<file path="src/rtl/rx_unit_if.sv">
// Receiver-side bus: oversample strobe and serial line in, received word and status out.
interface rx_unit_if #(
    parameter int DATA_BITS = 8
);
    logic                 tick;
    logic                 serial_in;
    logic [DATA_BITS-1:0] data_out;
    logic                 data_valid;
    logic                 frame_err;
    logic                 is_busy;

    // master drives the line and the strobe; slave is the receiver
    modport master (
        output tick, serial_in,
        input  data_out, data_valid, frame_err, is_busy
    );
    modport slave (
        input  tick, serial_in,
        output data_out, data_valid, frame_err, is_busy
    );
endinterface

</file>
<file path="src/rtl/rx_unit.sv">
// UART receiver: oversampled start-bit validation, LSB-first shift-in,
// stop-bit check, one-cycle valid / frame-error pulses, break hold-off.
module rx_unit #(
    parameter int OVERSAMPLE = 16,
    parameter int DATA_BITS  = 8
) (
    input  logic       clock,
    input  logic       rst,
    rx_unit_if.slave   bus
);
    localparam int TW = (OVERSAMPLE > 1) ? $clog2(OVERSAMPLE) : 1;
    localparam int BW = (DATA_BITS  > 1) ? $clog2(DATA_BITS)  : 1;
    localparam logic [TW-1:0] HALF_M1  = TW'(OVERSAMPLE/2 - 1);
    localparam logic [TW-1:0] LAST     = TW'(OVERSAMPLE - 1);
    localparam logic [BW-1:0] LAST_BIT = BW'(DATA_BITS - 1);

    typedef enum logic [2:0] {IDLE, START, DATA, STOP, BRK} state_t;

    state_t               state, state_nx;
    logic                 sync1, rx_s;
    logic [TW-1:0]        tick_cnt;
    logic [BW-1:0]        bit_pos;
    logic [DATA_BITS-1:0] shift;
    logic [DATA_BITS-1:0] data_q;
    logic                 valid_q, ferr_q;

    // two-flop synchronizer; resets to the idle-high line level
    always_ff @(posedge clock) begin
        if (rst) begin
            sync1 <= 1'b1;
            rx_s  <= 1'b1;
        end else begin
            sync1 <= bus.serial_in;
            rx_s  <= sync1;
        end
    end

    // state register
    always_ff @(posedge clock) begin
        if (rst) state <= IDLE;
        else     state <= state_nx;
    end

    // next state: IDLE and BRK react to the line alone, the rest wait for ticks
    always_comb begin
        state_nx = state;
        case (state)
            IDLE:  if (!rx_s) state_nx = START;
            START: if (bus.tick && tick_cnt == HALF_M1) state_nx = rx_s ? IDLE : DATA;
            DATA:  if (bus.tick && tick_cnt == LAST && bit_pos == LAST_BIT) state_nx = STOP;
            STOP:  if (bus.tick && tick_cnt == LAST) state_nx = rx_s ? IDLE : BRK;
            BRK:   if (rx_s) state_nx = IDLE;
            default: state_nx = IDLE;
        endcase
    end

    // counters, shifter and registered result pulses
    always_ff @(posedge clock) begin
        if (rst) begin
            tick_cnt <= '0;
            bit_pos  <= '0;
            shift    <= '0;
            data_q   <= '0;
            valid_q  <= 1'b0;
            ferr_q   <= 1'b0;
        end else begin
            valid_q <= 1'b0;
            ferr_q  <= 1'b0;
            case (state)
                IDLE: tick_cnt <= '0;
                START: if (bus.tick) begin
                    if (tick_cnt == HALF_M1) begin
                        tick_cnt <= '0;
                        bit_pos  <= '0;
                    end else begin
                        tick_cnt <= tick_cnt + 1'b1;
                    end
                end
                DATA: if (bus.tick) begin
                    if (tick_cnt == LAST) begin
                        shift    <= {rx_s, shift[DATA_BITS-1:1]};
                        tick_cnt <= '0;
                        bit_pos  <= (bit_pos == LAST_BIT) ? '0 : bit_pos + 1'b1;
                    end else begin
                        tick_cnt <= tick_cnt + 1'b1;
                    end
                end
                STOP: if (bus.tick) begin
                    if (tick_cnt == LAST) begin
                        tick_cnt <= '0;
                        if (rx_s) begin
                            data_q  <= shift;
                            valid_q <= 1'b1;
                        end else begin
                            ferr_q  <= 1'b1;
                        end
                    end else begin
                        tick_cnt <= tick_cnt + 1'b1;
                    end
                end
                default: ;
            endcase
        end
    end

    // outputs: busy whenever a frame (or a break) is in progress
    always_comb begin
        bus.is_busy    = (state != IDLE);
        bus.data_out   = data_q;
        bus.data_valid = valid_q;
        bus.frame_err  = ferr_q;
    end
endmodule

</file>
<file path="src/flat_wrapper.sv">
// flat-port wrapper written by rule: the top's interface ports become plain ports
module rx_unit_flat 
#(
    parameter int OVERSAMPLE = 16,
    parameter int DATA_BITS  = 8
)
  (clock, rst, bus_tick, bus_serial_in, bus_data_out, bus_data_valid, bus_frame_err, bus_is_busy);
  rx_unit_if #(.DATA_BITS(DATA_BITS)) bus_i ();
  input  logic clock;
  input  logic rst;
  input wire logic [$bits(bus_i.tick)-1:0] bus_tick;
  input wire logic [$bits(bus_i.serial_in)-1:0] bus_serial_in;
  output wire logic [$bits(bus_i.data_out)-1:0] bus_data_out;
  output wire logic [$bits(bus_i.data_valid)-1:0] bus_data_valid;
  output wire logic [$bits(bus_i.frame_err)-1:0] bus_frame_err;
  output wire logic [$bits(bus_i.is_busy)-1:0] bus_is_busy;
  assign bus_i.tick = bus_tick;
  assign bus_i.serial_in = bus_serial_in;
  assign bus_data_out = bus_i.data_out;
  assign bus_data_valid = bus_i.data_valid;
  assign bus_frame_err = bus_i.frame_err;
  assign bus_is_busy = bus_i.is_busy;
  rx_unit #(.OVERSAMPLE(OVERSAMPLE), .DATA_BITS(DATA_BITS)) u_core (.clock(clock), .rst(rst), .bus(bus_i));
endmodule
</file>
<file path="config.mk">
export PLATFORM = sky130hd
export DESIGN_NAME = rx_unit_flat
export DESIGN_NICKNAME = d
export VERILOG_FILES = /design/src/rtl/rx_unit_if.sv /design/src/rtl/rx_unit.sv /design/src/flat_wrapper.sv
export SDC_FILE = /design/constraint.sdc
export NUM_CORES = 1
export LEC_CHECK = 0
export ABC_CLOCK_PERIOD_IN_PS = 2200
export CORE_MARGIN = 2
export CORE_UTILIZATION = 54
export CTS_CLUSTER_SIZE = 8
export DETAILED_ROUTE_END_ITERATION = 12
export PLACE_DENSITY = 0.8
export REMOVE_ABC_BUFFERS = 1
export SETUP_SLACK_MARGIN = 0.02
export SLEW_MARGIN = 20
export SYNTH_ARGS = -nofsm -noshare
export SYNTH_HDL_FRONTEND = slang
export SYNTH_SLANG_ARGS = --single-unit
</file>
<file path="constraint.sdc">
create_clock -name clock -period 2.2 [get_ports clock]
set_input_delay 0.22 -clock clock [delete_from_list [all_inputs] [get_ports clock]]
set_output_delay 0.22 -clock clock [all_outputs]
set_load 0.02 [all_outputs]
</file>
==> run metrics <==
Worst Tran Pin Value 0.469 ns; aggregate routed wire length between 2000 and 3000 µm; asr flop ratio synth 0; via count 1176; clock network fraction of design power 0.337; worst setup path end bus_is_busy; status finished, final reports clean; switching share of power 0.240; Ys Warns 0; crit-path max FO 13; critical path arrival roughly 1.7 ns; FMAX around 500 MHz; Syn Area/Cell 9.43 µm²; CP cell instances or3_1 > clkdlybuf4s50_1; CTS Buf Count 5; DR pass1 iterations 4; clock tree buffer depth 2; Clock Sinks 30; hold slack roughly 0.43 ns; relative slew slack 0.687; number of fill cells in the layout between 200 and 250; IO buf count 14; Primary FF master, synth dfxtp_1; Synth area leader dfxtp_1; share of cells above drive strength 1 0.130; P_int slightly below 700 µW; total net switching power ~220 µW; largest net degree at the start of global routing 15; die area ~0.0031 mm²; Post-DRT Antenna Nets 0; postcts setup bufs 0; commonest cells after routing, fill and taps aside dfxtp_1, clkdlybuf4s50_1, nand2b_1; commonest non-fill, non-tap cell in the layout dfxtp_1; Slowest-stage cell, CP clkdlybuf4s50_1; HP Class register to register; WL per Instance 14.4 µm; post-synth top area share 0.422; CTS resizes 0; crit end category primary output; Worst EP required approximately 2.0 ns; Max-Cap Viols 0; register area share after synthesis 0.422; Die Wd ~55 µm; Setup CP Type register to primary output; first-pass GRT wire length between 4000 and 5000 µm; Cell Rows 18; number of synthesized flops with an enable pin 0; slowest cell delay on critical path 0.54 ns; Initial DRC Count 32; H-tree depth 2; reg-to-reg endpoint u_core.bus.data_out[3]; final setup fails 0; CTS tree done; Finished Core Util 0.653; min cycle time layout between 1.5 and 2 ns; Seq pwr share 0.613; worst-skew pair later-pin latency between 0.3 and 0.4 ns; antenna violations before repair 0; # DRC 0; overflow left after global routing 0; area of the multi-input gates 734 µm²; Clk pin slew, worst setup/hold paths 0.09 ns; nets@finish ~170; post-synthesis cell type count 44; Setup TNS 0 ns; core box area between 0.002 and 0.0025 mm²; dpl hpwl roughly 2000 µm; RR Startpoint u_core.tick_cnt[0]; Final period util 0.883; pwr dens between 500 and 600 mW/mm²; synthesis-to-layout area growth 13.5%; Fin. Hold Viols 0; synthesized cell area between 0.001 and 0.0015 mm²; CTS Hold Bufs 0; vias in the first global route roughly 1.1k; FF-to-FF path depth 4; Final Max Tran Viols 0; Initial Utilization 0.575; RSZ-0062 raised after global routing no; io pins 15; Leak Pwr approximately 0.57 nW; Worst Clk Skew about 0.0082 ns; vias per inst between 6 and 7; All-Layer GR Usage 0.197; Die Ht 55.4 µm; R2R setup slack 0.58 ns; Max rail drop VDD ~0.00057 V; Mapped Cells ~150; Yosys reg bits 30; Reg area between 600 and 700 µm²; gpl congestion between 0.7 and 0.8; largest cells by area after synthesis dfxtp_1, mux2i_1, nand2b_1, nand4_1, o31ai_1; CTS root buf clkbuf_4; startpoint types register; Ant. Diodes 0; Crit. Startpoint u_core.state[2]; combinational share of power 0.050
[synth_stat cells (3+ instances only)]
cell type	instances
dfxtp_1	30
nand2b_1	12
a21oi_1	10
mux2i_1	10
nand4_1	10
o31ai_1	8
buf_2	7
clkbuf_1	6
nand3b_1	6
nor2_1	5
o21ai_0	5
ha_1	3
nand2_1	3
[layer usage]
metal	wire, µm	up-vias	GRT usage
met2	1260	29	0.294
met4	57	0	0.118
met1	1330	559	0.256
met3	113	8	0.0492
met5	0	-	0
li1	-	580	-
[final cells by class]
class                      count  share of cell area
clock buffer                   5              0.0232
clock inverter                 2             0.00619
inverter                       3             0.00697
multi-input combinational    102               0.454
sequential                    30               0.372
tap                           30              0.0232
timing repair buffer          20               0.115
[flip-flops by register name (all words and copies together) (netlist names)]
register               cells
u_core.bit_pos             3
u_core.tick_cnt            4
u_core.rx_s                1
u_core.bus.data_valid      1
u_core.bus.frame_err       1
u_core.bus.data_out        8
u_core.sync1               1
u_core.state               3
u_core.shift               8
[worst min-delay path by stage]
stage	from	to	slack [ns]	cells past startpoint
after floorplan	rst	u_core.bus.data_out[0]	0.29	1
after global placement	u_core.sync1	u_core.rx_s	0.40	1
after detailed placement	u_core.sync1	u_core.rx_s	0.42	1
after CTS	u_core.sync1	u_core.rx_s	0.44	1
after global routing	u_core.sync1	u_core.rx_s	0.44	1
final	u_core.sync1	u_core.rx_s	0.43	1
[worst max-delay path, delay by kind of cell (launching register included)]
family                 cells  cell delay [ns]
buffers and inverters      1             0.54
flip-flops                 1             0.46
AND/OR/NAND/NOR            1             0.39
[power by group through the flow]
stage	Sequential [mW]	Clock [mW]	Combinational, mW
6_report	0.550	0.302	0.0453
2_1_floorplan	0.563	0	0.0186
3_3_place_gp	0.562	0	0.0431
3_5_place_dp	0.562	0	0.0450
5_1_grt	0.550	0.331	0.0500
4_1_cts	0.550	0.305	0.0455
[kinds of logic after synthesis]
kind of cell               synth area share
and+or+nand+nor                       0.228
AOI/OAI and AO/OA                     0.185
DFF                                   0.422
buffers and inverters                0.0624
muxes                                0.0703
adders and majority gates            0.0264
xor gates and xnor gates            0.00615
[metrics by stage]
stage | cell area [µm²] | std cells | total power [mW] | setup WS (ns)
finish | 1620 | 192 | 0.897 | 0.257
global route | 1620 | 192 | 0.931 | 0.195
CTS | 1620 | 192 | 0.900 | 0.265
detailed placement | 1570 | 185 | 0.607 | 0.341
global placement | 1570 | 185 | 0.605 | 0.382
floorplan | 1350 | 135 | 0.582 | 0.586
(Power assumes the default switching activity.)
